==> src/rtl/us_tick_timer.sv <==
// us_tick_timer: programmable microsecond delay timer.
// Counts a requested number of single-cycle tick strobes from the upstream
// microsecond tick counter. It reports busy and the remaining tick count, and
// pulses done for one clk when the delay has elapsed.
// Optional feature: define TIMER_AUTO_RELOAD_EN to make a running delay repeat
// every N ticks, with a done pulse each period, until it is aborted.
// All outputs are registered.
module us_tick_timer #(
   parameter int CNT_W = 16
) (
   input  logic             clk,
   input  logic             rst_n,
   input  logic             tick_i,
   input  logic             start_i,
   input  logic [CNT_W-1:0] load_i,
   input  logic             abort_i,
   output logic             busy_o,
   output logic             done_o,
   output logic [CNT_W-1:0] remain_o
);

   typedef enum logic [1:0] {
      IDLE = 2'd0,
      RUN  = 2'd1,
      DONE = 2'd2
   } state_e;

   state_e           state_q, state_d;
   logic             busy_q, busy_d;
   logic             done_q, done_d;
   logic [CNT_W-1:0] remain_q, remain_d;
   logic             last_tick;

`ifdef TIMER_AUTO_RELOAD_EN
   logic [CNT_W-1:0] reload_q, reload_d;
`endif

   // A tick that arrives when one tick is left ends the current period.
   assign last_tick = (remain_q <= CNT_W'(1));

   // Next state, next count and next registered outputs.
   always_comb begin
      // NOTE: every signal gets a default before the case statement. A path
      // that leaves a combinational output unassigned would infer a latch.
      state_d  = state_q;
      remain_d = remain_q;
      busy_d   = busy_q;
      done_d   = 1'b0;
`ifdef TIMER_AUTO_RELOAD_EN
      reload_d = reload_q;
`endif
      unique case (state_q)
         IDLE: begin
            busy_d = 1'b0;
            // When start and abort arrive together, the start is dropped.
            if (start_i && !abort_i) begin
               if (load_i != '0) begin
                  state_d  = RUN;
                  remain_d = load_i;
                  busy_d   = 1'b1;
`ifdef TIMER_AUTO_RELOAD_EN
                  reload_d = load_i;
`endif
               end else begin
                  // A zero-length delay still produces its done pulse.
                  state_d  = DONE;
                  remain_d = '0;
                  done_d   = 1'b1;
               end
            end
         end
         RUN: begin
            busy_d = 1'b1;
            if (abort_i) begin
               // Abort wins over a coincident tick, and no done pulse follows.
               state_d  = IDLE;
               remain_d = '0;
               busy_d   = 1'b0;
            end else if (tick_i) begin
               if (last_tick) begin
`ifdef TIMER_AUTO_RELOAD_EN
                  remain_d = reload_q;
                  done_d   = 1'b1;
`else
                  state_d  = DONE;
                  remain_d = '0;
                  done_d   = 1'b1;
                  busy_d   = 1'b0;
`endif
               end else begin
                  remain_d = remain_q - CNT_W'(1);
               end
            end
         end
         DONE: begin
            // The done pulse lasts one clk. Start, abort and tick are ignored.
            state_d = IDLE;
            busy_d  = 1'b0;
         end
         default: begin
            state_d  = IDLE;
            remain_d = '0;
            busy_d   = 1'b0;
         end
      endcase
   end

   // State and output registers. Reset forces IDLE with all outputs low.
   always_ff @(posedge clk or negedge rst_n) begin
      // NOTE: sequential state uses non-blocking assignments only, so that
      // every flop samples values from before the edge.
      if (!rst_n) begin
         state_q  <= IDLE;
         busy_q   <= 1'b0;
         done_q   <= 1'b0;
         remain_q <= '0;
`ifdef TIMER_AUTO_RELOAD_EN
         reload_q <= '0;
`endif
      end else begin
         state_q  <= state_d;
         busy_q   <= busy_d;
         done_q   <= done_d;
         remain_q <= remain_d;
`ifdef TIMER_AUTO_RELOAD_EN
         reload_q <= reload_d;
`endif
      end
   end

   assign busy_o   = busy_q;
   assign done_o   = done_q;
   assign remain_o = remain_q;

endmodule

==> config.mk <==
export PLATFORM = sky130hd
export DESIGN_NAME = us_tick_timer
export DESIGN_NICKNAME = d
export VERILOG_FILES = /design/src/rtl/us_tick_timer.sv
export SDC_FILE = /design/constraint.sdc
export NUM_CORES = 1
export LEC_CHECK = 0
export BUFFER_PORTS_ARGS = -buffer_cell sky130_fd_sc_hd__buf_4
export CAP_MARGIN = 0
export CORE_AREA = 2 2 54 56
export DETAILED_ROUTE_END_ITERATION = 7
export DIE_AREA = 0 0 56 58
export PLACE_DENSITY = 0.77
export SYNTH_ARGS = -nofsm -noshare
export SYNTH_HDL_FRONTEND = slang
export SYNTH_SLANG_ARGS = --single-unit
==> constraint.sdc <==
create_clock -name clk -period 2.8 [get_ports clk]
set_input_delay 0.84 -clock clk [delete_from_list [all_inputs] [get_ports clk]]
set_output_delay 0.84 -clock clk [all_outputs]
set_load 0.02 [all_outputs]
==> impl_metrics.ini <==
[sta]
layout_min_cycle_time_ns = 2.35
finalClockSkew_ns = 0.00837
setup-violations-final = 0
grt_setup_unrepaired = no
finalMaxSlewViolations = 0
min_period_over_period_pct = 84.1
fin_tns_setup_ns = 0
worst_pin_slew_ns = 0.898
slew-limit-headroom_pct = 40.0
timing_hold_violations_final = 0
achievable-frequency_mhz = 425

[routing]
ant_nets = 0
detailroute.via_count = 1411
first_iter_violations = 59
number_of_iterations_in_the_first_detailed_routing_pass = 4
avgViaCountPerCell = 6.44
wl_per_cell_um = 16.8
totalWireLength_mm = 3.68
final_routed_drc_violation_total = 0

[worst_setup_path]
worstSetupPathType = in2reg
crit-reg2reg-launch = remain_o[0]
critPathMaxFanout = 12
path_cells = buf_4 -> nor4b_1 -> nor2b_1 -> buf_4 -> a22oi_1 -> o21ai_0
slowest_cell_delay_on_critical_path_ns = 0.77
cp.arrival_ns = 2.59
worst_ep_required_time_ns = 3.04
crit_slowest_cell = sky130_fd_sc_hd__nor2b_1
critPathLaunch = abort_i
cpMostUsedCell = sky130_fd_sc_hd__buf_4
cp-end-kind = register
setup.worst_path.start_class = input port

[yosys]
muxShareOfSynthArea_pct = 0
library_cell_occupying_the_most_area_in_the_post_synthesis_netlist = sky130_fd_sc_hd__dfrtp_1
synthSimpleGateAreaFrac_pct = 29.9
synth.top_cells.by_count = sky130_fd_sc_hd__dfrtp_1, sky130_fd_sc_hd__nand2_1, sky130_fd_sc_hd__nor2_1, sky130_fd_sc_hd__nor3_1, sky130_fd_sc_hd__o21ai_0
ys_async_sr_fraction_pct = 100
synth_top_family_by_area = simple AND/OR/NAND/NOR gates
top_post_synthesis_cells_by_area = sky130_fd_sc_hd__dfrtp_1, sky130_fd_sc_hd__nand2_1, sky130_fd_sc_hd__nor3_1
synth-adder-area-share_pct = 1.92
post_synth_inst_count = 151
synth_edf_count = 0
synth_warnings = 0
synth-seq-area-share_pct = 38.4
synth-xor-area-share_pct = 1.34
ys_types = 44
syn_nets = 174
netlist_area_um2 = 1300
synth_most_common_cell = sky130_fd_sc_hd__dfrtp_1
syn_avg_cell_area_um2 = 8.63
synth-seq-cells = 20
synth_largest_type_area_fraction_pct = 38.4
postSynth.topFlopCell = sky130_fd_sc_hd__dfrtp_1
synth_compound_gate_area_share_pct = 23.9

[job]
max-cap-violations = 0

[clock_tree]
hold_buffers = 0
tritoncts.num_buffers = 3
clk_transition_reported_paths_ns = 0.13
cts.root.buffer_cell = sky130_fd_sc_hd__clkbuf_4
buffer_count_from_post_cts_setup_fixing = 0
cts_tree = built
cts-resized-gates = 0
cts.htree.levels = 1
worstSkewPairLatency_ns = 0.32
number_of_clock_sinks = 20
cts_max_path_buffers = 2

[die]
floorplan.initialDensity_pct = 49.0
die_h_um = 58
floorplan.rows = 19
floorplan.core_area_um2 = 2660
floorplan.die.width_um = 56
die-area_um2 = 3250
io_pins = 39

[global_routing]
grt_use_total_pct = 23.6
antenna_found_initial = 0
first_pass_grt_wire_length_mm = 6.10
grt_start_max_net_pins = 21
grt_pass1_vias = 1308
globalRouteOverflowTotal = 0

[place]
finalWeightedCongestion = 0.895
detailed_place.area_um2 = 1620
dp_cells = 215
portBuffers = 38
place_hpwl_mm = 2.69

[pwr]
power_density_nw_per_um2 = 724
report.power.total_w = 0.00121
cellLeakagePower_nw = 0.728
vdd_ir_drop_max_mv = 0.374

[final_layout]
nets = 212
diodes = 0
final_cells = 219
layout.cell_area.non_filler_um2 = 1670
drive_above_1_share_pct = 29.3
layout_stage_area_growth_over_the_synthesis_result_pct = 28.1

[outcome]
outcome = finished clean

[worst_hold_path]
hold_path.class = in2async
-- cells by family after synthesis --
kind of cell               count (synthesis)
DFF                                       20
AOI/OAI and AO/OA                         44
buffers and inverters                     14
xor gates and xnor gates                   2
adders and majority gates                  2
and+or+nand+nor                           69
-- power by group --
group	internal [W]	switching [W]
registers	0.000347	0.000111
logic	0.000216	0.000289
clock network	0.000145	0.000101
total	0.000708	0.000501
-- flip-flops by register name, indices dropped and copies added, names as in the netlist --
name,count
state_q,2
done_o,1
remain_o,16
busy_o,1
-- area by class of cell --
cell class | count | area, um2
inverter | 5 | 18.8
multi-input combinational | 117 | 744
clock inverter | 1 | 30.0
fill | 240 | 992
clock buffer | 3 | 22.5
timing repair buffer | 42 | 315
tap | 31 | 38.8
sequential | 20 | 500
-- metal layers --
metal / GRT usage [%] / share of wire (%) / vias up / wire [um]
met5: 0 / 0 / - / 0
met4: 9.52 / 1.9 / 0 / 70
met3: 4.02 / 7.9 / 9 / 291
met2: 39.0 / 49 / 71 / 1790
met1: 31.0 / 41 / 676 / 1530
li1: - / - / 655 / -
-- metrics by stage --
| stage | setup WS, ns | utilization, % | hold WS, ns |
|---|---|---|---|
| after floorplan | 0.669 | - | 0.544 |
| after global placement | 0.250 | 60.8 | 0.533 |
| after global routing | 0.342 | 62.7 | 0.377 |
| final | 0.446 | 62.7 | 0.376 |
| after CTS | 0.497 | 62.7 | 0.387 |
| after detailed placement | 0.202 | 60.8 | 0.576 |
-- final timing paths --
check | end | cells after the start | slack [ns]
setup / recovery | remain_o[1] | 6 | 0.45
hold / removal | state_q[0] | 1 | 0.38
setup reg to reg | remain_o[11] | 7 | 0.49
hold reg to reg | remain_o[15] | 1 | 0.59
max in group asynchronous | remain_o[0] | 1 | 2.21
min in group clk | remain_o[15] | 1 | 0.59
-- cells in the final DEF, fill, tap and decap left out, types with 2 or more instances in the layout --
cell type                  count
sky130_fd_sc_hd__a21oi_1       6
sky130_fd_sc_hd__nand3b_1      2
sky130_fd_sc_hd__nand3_1       7
sky130_fd_sc_hd__o211ai_1      2
sky130_fd_sc_hd__a221o_1       2
sky130_fd_sc_hd__a21boi_0      2
sky130_fd_sc_hd__inv_1         5
sky130_fd_sc_hd__dfrtp_1      20
sky130_fd_sc_hd__and4_1        3
sky130_fd_sc_hd__a211oi_1      2
sky130_fd_sc_hd__clkbuf_4      3
sky130_fd_sc_hd__nand2_1      15
sky130_fd_sc_hd__a22oi_1       6
sky130_fd_sc_hd__a31o_2        2
sky130_fd_sc_hd__nor4_2        2
sky130_fd_sc_hd__o21ai_0       9
sky130_fd_sc_hd__nor2_1       10
sky130_fd_sc_hd__ha_1          2
sky130_fd_sc_hd__nor4_1        6
sky130_fd_sc_hd__a32oi_1       2
sky130_fd_sc_hd__buf_4        42
sky130_fd_sc_hd__xnor2_1       2
sky130_fd_sc_hd__nor3_2        2
sky130_fd_sc_hd__a31oi_1       2
sky130_fd_sc_hd__nor3_1        9
sky130_fd_sc_hd__or4_1         3
sky130_fd_sc_hd__or3_1         3
-- critical path, delay by kind of cell --
| kind | cells | cell delay (ns) |
|---|---|---|
| AOI/OAI and AO/OA | 2 | 0.17 |
| buffers and inverters | 2 | 0.41 |
| and+or+nand+nor | 2 | 1.17 |
No activity file was read; power rests on OpenSTA's default activity.
